$ cat config.mk
export PLATFORM = sky130hd
export DESIGN_NAME = p_fxp_div
export DESIGN_NICKNAME = d
export VERILOG_FILES = /design/src/rtl/p_fxp_div.sv
export SDC_FILE = /design/constraint.sdc
export NUM_CORES = 1
export LEC_CHECK = 0
export BUFFER_PORTS_ARGS = -buffer_cell sky130_fd_sc_hd__buf_2
export CORE_UTILIZATION = 55
export CTS_BUF_LIST = sky130_fd_sc_hd__clkbuf_8
export CTS_CLUSTER_SIZE = 20
export DETAILED_ROUTE_END_ITERATION = 16
export GPL_TIMING_DRIVEN = 0
export PLACE_DENSITY = 0.85
export SLEW_MARGIN = 20
export SYNTH_ARGS = -nofsm -noshare
export SYNTH_HDL_FRONTEND = slang
export SYNTH_SLANG_ARGS = --single-unit
$ cat constraint.sdc
create_clock -name clk -period 6.75 [get_ports clk]
set_input_delay 0.3375 -clock clk [delete_from_list [all_inputs] [get_ports clk]]
set_output_delay 0.3375 -clock clk [all_outputs]
set_load 0.01 [all_outputs]
$ cat src/rtl/p_fxp_div.sv
// Sequential radix-2 restoring fixed-point divider: out = in1 / in2, one quotient bit per cycle.
// The dividend, divisor and quotient formats are independently configurable through dconf_t.
package p_fxp_div_pkg;
   typedef struct packed {
      logic       sign;
      logic [7:0] prec;
      logic [7:0] frac;
   } dconf_t;

   typedef enum logic [1:0] {
      ST_IDLE = 2'd0,
      ST_CALC = 2'd1,
      ST_DONE = 2'd2
   } state_t;
endpackage

`ifndef DEF_DCONF_FXP
`define DEF_DCONF_FXP '{sign: 1'b1, prec: 8'd16, frac: 8'd8}
`endif

module p_fxp_div
   import p_fxp_div_pkg::*;
#(
   parameter dconf_t I1_CONF = `DEF_DCONF_FXP,
   parameter dconf_t I2_CONF = `DEF_DCONF_FXP,
   parameter dconf_t O_CONF  = `DEF_DCONF_FXP,
   parameter int     I1_PREC = int'(I1_CONF.prec),
   parameter int     I2_PREC = int'(I2_CONF.prec),
   parameter int     O_PREC  = int'(O_CONF.prec)
) (
   input  logic               clk,
   input  logic               reset,
   input  logic               in_valid,
   output logic               in_ready,
   input  logic [I1_PREC-1:0] in1,
   input  logic [I2_PREC-1:0] in2,
   output logic               out_valid,
   input  logic               out_ready,
   output logic [O_PREC-1:0]  out,
   output logic               udf,
   output logic               ovf,
   output logic               rounded,
   output logic               dz
);

   localparam int SH  = int'(O_CONF.frac) - int'(I1_CONF.frac) + int'(I2_CONF.frac);
   localparam int SHC = (SH < 0) ? 0 : SH;
   localparam int N   = I1_PREC + SHC;
   localparam int CW  = (N > 1) ? $clog2(N) : 1;
   // Quotient comparisons run one bit wider than both the quotient and the output word.
   localparam int QW  = ((N > O_PREC) ? N : O_PREC) + 1;

   localparam logic I1_S = I1_CONF.sign;
   localparam logic I2_S = I2_CONF.sign;
   localparam logic O_S  = O_CONF.sign;

   localparam logic [QW-1:0] NEG_LIM = QW'(1) << (O_PREC - 1);
   localparam logic [QW-1:0] POS_MAX = O_S ? (NEG_LIM - QW'(1)) : ((QW'(1) << O_PREC) - QW'(1));
   localparam logic [O_PREC-1:0] POS_MAX_O = POS_MAX[O_PREC-1:0];
   localparam logic [O_PREC-1:0] NEG_MIN_O = O_S ? NEG_LIM[O_PREC-1:0] : '0;

   generate
      if (SH < 0) begin : g_bad_shift
         $error("p_fxp_div: O_CONF.frac - I1_CONF.frac + I2_CONF.frac must be >= 0");
      end
   endgenerate

   state_t state;
   state_t state_nx;

   logic [CW-1:0]      cnt;
   logic [N-1:0]       num;
   logic [N-1:0]       quo;
   logic [I2_PREC:0]   rem;
   logic [I2_PREC-1:0] mag2;
   logic               neg;
   logic               s1;

   logic               sign1, sign2;
   logic [I1_PREC-1:0] abs1;
   logic [I2_PREC-1:0] abs2;
   logic [I2_PREC:0]   rem_sh, rem_nx;
   logic               sub_ok;
   logic [N-1:0]       quo_nx;
   logic [QW-1:0]      q_ext;
   logic [O_PREC-1:0]  res_out;
   logic               res_udf, res_ovf, res_rnd, res_dz;

   // State register
   always_ff @(posedge clk or posedge reset) begin
      if (reset) state <= ST_IDLE;
      else       state <= state_nx;
   end

   // Next-state logic
   always_comb begin
      state_nx = state;
      case (state)
         ST_IDLE: if (in_valid)  state_nx = ST_CALC;
         ST_CALC: if (cnt == '0) state_nx = ST_DONE;
         ST_DONE: if (out_ready) state_nx = ST_IDLE;
         default: state_nx = ST_IDLE;
      endcase
   end

   // Handshake outputs decode straight from the state register
   always_comb begin
      in_ready  = (state == ST_IDLE);
      out_valid = (state == ST_DONE);
   end

   // Operand magnitudes; -2^(P-1) maps to 2^(P-1) because the magnitude is read as unsigned.
   always_comb begin
      sign1 = I1_S ? in1[I1_PREC-1] : 1'b0;
      sign2 = I2_S ? in2[I2_PREC-1] : 1'b0;
      abs1  = sign1 ? -in1 : in1;
      abs2  = sign2 ? -in2 : in2;
   end

   always_comb begin
      rem_sh = (rem << 1) | {{I2_PREC{1'b0}}, num[N-1]};
      sub_ok = (rem_sh >= {1'b0, mag2});
      rem_nx = sub_ok ? (rem_sh - {1'b0, mag2}) : rem_sh;
      quo_nx = (quo << 1) | {{(N-1){1'b0}}, sub_ok};
   end

   // Result formatting from the quotient and remainder of the final step
   always_comb begin
      q_ext   = {{(QW-N){1'b0}}, quo_nx};
      res_out = '0;
      res_udf = 1'b0;
      res_ovf = 1'b0;
      res_dz  = 1'b0;
      res_rnd = |rem_nx;
      if (mag2 == '0) begin
         res_dz  = 1'b1;
         res_rnd = 1'b0;
         res_out = s1 ? NEG_MIN_O : POS_MAX_O;
      end else if (!neg) begin
         if (q_ext > POS_MAX) begin
            res_out = POS_MAX_O;
            res_ovf = 1'b1;
         end else begin
            res_out = q_ext[O_PREC-1:0];
         end
      end else if (O_S) begin
         if (q_ext > NEG_LIM) begin
            res_out = NEG_MIN_O;
            res_udf = 1'b1;
         end else begin
            res_out = -q_ext[O_PREC-1:0];
         end
      end else begin
         res_udf = |quo_nx;
      end
   end

   always_ff @(posedge clk or posedge reset) begin
      if (reset) begin
         cnt     <= '0;
         num     <= '0;
         quo     <= '0;
         rem     <= '0;
         mag2    <= '0;
         neg     <= 1'b0;
         s1      <= 1'b0;
         out     <= '0;
         udf     <= 1'b0;
         ovf     <= 1'b0;
         rounded <= 1'b0;
         dz      <= 1'b0;
      end else begin
         case (state)
            ST_IDLE: begin
               if (in_valid) begin
                  num  <= N'(abs1) << SHC;
                  quo  <= '0;
                  rem  <= '0;
                  mag2 <= abs2;
                  neg  <= sign1 ^ sign2;
                  s1   <= sign1;
                  cnt  <= CW'(N - 1);
               end
            end
            ST_CALC: begin
               num <= num << 1;
               quo <= quo_nx;
               rem <= rem_nx;
               if (cnt == '0) begin
                  out     <= res_out;
                  udf     <= res_udf;
                  ovf     <= res_ovf;
                  rounded <= res_rnd;
                  dz      <= res_dz;
               end else begin
                  cnt <= cnt - 1'b1;
               end
            end
            default: ;
         endcase
      end
   end

endmodule

==> impl_metrics.py <==
metrics = {
    "timing": {
        "layout_min_cycle_time_ns": 5.246,
        "skew_ns": 0.009434,
        "setup_viol": 0,
        "slew_headroom_pct": 44.89,
        "finalCritPeriodShare_pct": 77.72,
        "clock.fmax_ghz": 0.1906,
        "slew_viol_final": 0,
        "tns_ns": 0,
        "hold_violations": 0,
        "max_slew.worst_pin.slew_ns": 0.8236,
        "rsz0062_at_grt": "false",
        "setup_ws_ns": 1.504,
    },
    "global_route": {
        "overflow": 0,
        "grt_max_degree": 68,
        "grt_usage_pct": 29.53,
        "antenna_found_initial": 0,
        "grt_pass1_wl_mm": 27.07,
        "grt_pass1_vias": 5669,
    },
    "setup_path": {
        "required_ns": 7.07,
        "arrival_ns": 5.57,
        "crit_path_end_kind": "flop",
        "startpoint_type": "flop",
        "crit_fanout": 10,
        "crit_type": "flop to flop",
    },
    "die": {
        "core_mm2": 0.01094,
        "dieHeight_um": 108.6,
        "start_util_pct": 57.11,
        "io_pins": 58,
        "rows": 38,
        "die-area_mm2": 0.01178,
        "die_w_um": 108.6,
    },
    "yosys": {
        "synth_ff_type": "dfrtp_1",
        "synth_top_cell_by_area": "dfrtp_1",
        "synth_cell_type_count": 65,
        "synthArstFlopShare_pct": 100.0,
        "synth_edf_count": 0,
        "synth_cells": 724,
        "yosysWarnings": 0,
        "syn_nets": 782,
        "synth_top_area_share_pct": 40.07,
        "ys_top_cells_by_area": "dfrtp_1 (40%), o21ai_0 (7.8%), nand2_1 (7.5%)",
        "seq_area_frac_synth_pct": 40.07,
        "ys_ff_latch": 100,
        "synth_area_per_cell_um2": 8.625,
        "netlist_area_mm2": 0.006245,
    },
    "final_layout": {
        "insertedDiodeCount": 0,
        "multi_input_comb_area_mm2": 0.003422,
        "seqCellArea_mm2": 0.002502,
        "fin_cells": 938,
        "nNetsFinal": 851,
        "num-fill-cells": 955,
        "drive_gt1_share_pct": 12.03,
        "area_delta_synth_final_pct": 11.28,
    },
    "clock_tree": {
        "clock_latency_ns": 0.38,
        "htreeDepth": 3,
        "clkTransAtPathRegs_ns": 0.11,
        "cts_made_buffers": 9,
        "cts_sinks": 100,
        "clk_path_buf_depth": 2,
        "ctsResizeCount": 0,
        "cts_tree": "built",
        "root_buffer": "clkbuf_8",
    },
    "placed_design": {
        "dp_hpwl_mm": 12.53,
        "numPlacedInstances": 921,
        "pre_cts_ws_ns": 1.669,
        "routabilityCongestion": 0.8883,
        "numPortBuffers": 56,
    },
    "route": {
        "dr.pass1.iters": 5,
        "ant_nets": 0,
        "wl_per_cell_um": 17.43,
        "drt_iter0_drc": 495,
        "routed_wirelength_mm": 16.35,
        "vias_per_cell": 6.178,
        "num_vias": 5795,
        "drc": 0,
    },
    "power": {
        "leakagePower_nw": 3.160,
        "p_per_area_mw_per_mm2": 532.0,
        "vdd_drop_max_v": 0.0002321,
    },
    "hold_path": {
        "hold_path.class": "primary input to flop",
    },
    "job": {
        "drv_cap": 0,
    },
    "run_status": {
        "outcome": "finished, final reports clean",
    },
}
-- registers in the layout, indices dropped and copies added (netlist names) --
signal and flops:
mag2 16, neg 1, out 16, ovf 1, udf 1, rem 16
cnt 5, num 16, quo 23, dz 1, rounded 1, s1 1
state 2
-- critical path, stage by stage (launching register included) --
cell	delay, ns
dfrtp_1	0.45
ha_1	0.31
clkbuf_1	0.20
nand4_1	0.26
nor4_1	0.10
a221oi_1	0.68
nand2_1	0.15
inv_1	0.11
buf_2	0.22
buf_2	0.26
ha_1	0.24
nor4b_2	0.39
nand3b_2	0.16
or4b_4	0.54
buf_6	0.15
o31ai_4	0.41
a21oi_1	0.13
a31oi_1	0.20
a21oi_1	0.11
o21ai_2	0.13
-- cell usage after synthesis, drive strengths merged (7+ instances only) --
| cell | n |
|---|---|
| xnor2 | 15 |
| a21oi | 29 |
| mux2i | 9 |
| o31ai | 11 |
| or3 | 9 |
| nor4 | 15 |
| nand2 | 125 |
| o21ai | 105 |
| dfrtp | 100 |
| a22oi | 12 |
| and3 | 7 |
| clkbuf | 29 |
| ha | 21 |
| buf | 12 |
| a211oi | 9 |
| inv | 35 |
| nand3 | 13 |
| nor2 | 29 |
| xor2 | 28 |
| nor3 | 11 |
| a21o | 8 |
| o41ai | 8 |
-- logic make-up (layout without fill, tap and decap cells) --
kind of cell | Yosys count | after routing | share of synthesized area, %
buffers and inverters | 76 | 150 | 5.129
adder cells (fa/ha/maj) | 22 | 22 | 4.528
XOR/XNOR | 43 | 43 | 6.031
AND/OR/NAND/NOR | 249 | 249 | 19.47
multiplexers | 9 | 9 | 1.443
flip-flops | 100 | 100 | 40.07
AO/OA/AOI/OAI | 225 | 225 | 23.32
-- metal layers --
layer  vias to the layer above  global-route usage, %  wire length (um)
met1                      2775                  39.67              7116
met3                        28                  3.556              1092
met5                         -                      0                 0
li1                       2734                      -                 -
met4                         0                  8.784               253
met2                       258                  49.91              7888
-- cell type report --
type | instances | area share (%)
Clock buffer | 9 | 1.783
Timing Repair Buffer | 58 | 4.573
Multi-Input combinational cell | 548 | 49.24
Buffer | 41 | 2.719
Sequential cell | 100 | 36.01
Tap cell | 140 | 2.521
Inverter | 35 | 1.963
Clock inverter | 7 | 1.188
-- final timing paths --
check / startpoint / end / slack, ns / cells past startpoint
worst max-delay path: rem[4]$_DFFE_PP0P_ / out[1]$_DFFE_PP0P_ / 1.50 / 19
worst min-delay path: out_ready / state[1]$_DFFE_PP0P_ / 0.16 / 2
worst max register to register: rem[4]$_DFFE_PP0P_ / out[1]$_DFFE_PP0P_ / 1.50 / 19
worst min register to register: out[14]$_DFFE_PP0P_ / out[14]$_DFFE_PP0P_ / 0.49 / 2
max in group asynchronous: reset / out[7]$_DFFE_PP0P_ / 5.66 / 4
min in group asynchronous: reset / cnt[0]$_DFFE_PP0P_ / 0.46 / 3
-- cells in the final DEF (no fill, tap or decap), types with 4 or more instances in the layout --
cell,n
a211oi_1,9
a21o_1,8
a21oi_1,29
a221oi_1,4
a22o_1,6
a22oi_1,12
a31oi_1,6
and3_1,7
buf_1,4
buf_2,60
buf_6,4
clkbuf_1,29
clkbuf_8,9
dfrtp_1,100
ha_1,21
inv_1,34
mux2i_1,9
nand2_1,125
nand2b_1,5
nand3_1,13
nor2_1,29
nor2b_1,5
nor3_1,11
nor3b_1,5
nor4_1,14
o21ai_0,97
o21ai_1,7
o31a_1,5
o31ai_1,10
o41ai_1,7
or3_1,9
or4_1,4
xnor2_1,15
xor2_1,28
-- repair_timing --
action | CTS | global route
endpoints found under the setup margin | 0 | 0
hold buffers | 1 | 0
setup buffers | 0 | 0
hold endpoints to repair | 33 | 0
-- per-stage QoR --
step	util, %	power [mW]	cell area, um2	hold slack (ns)
CTS	63.55	3.661	6949	0.1561
global route	63.55	3.979	6949	0.1498
finish	63.55	3.697	6949	0.1604
floorplan	-	2.655	6245	0.4451
detailed placement	61.57	3.247	6733	0.3353
global placement	61.27	3.144	6700	0.4573
-- power by group --
part | switching [mW] | internal, mW
sequential | 0.254 | 0.872
clock | 0.236 | 0.178
combinational | 1.30 | 0.856
Note: power is estimated with default switching activity, not from simulation.
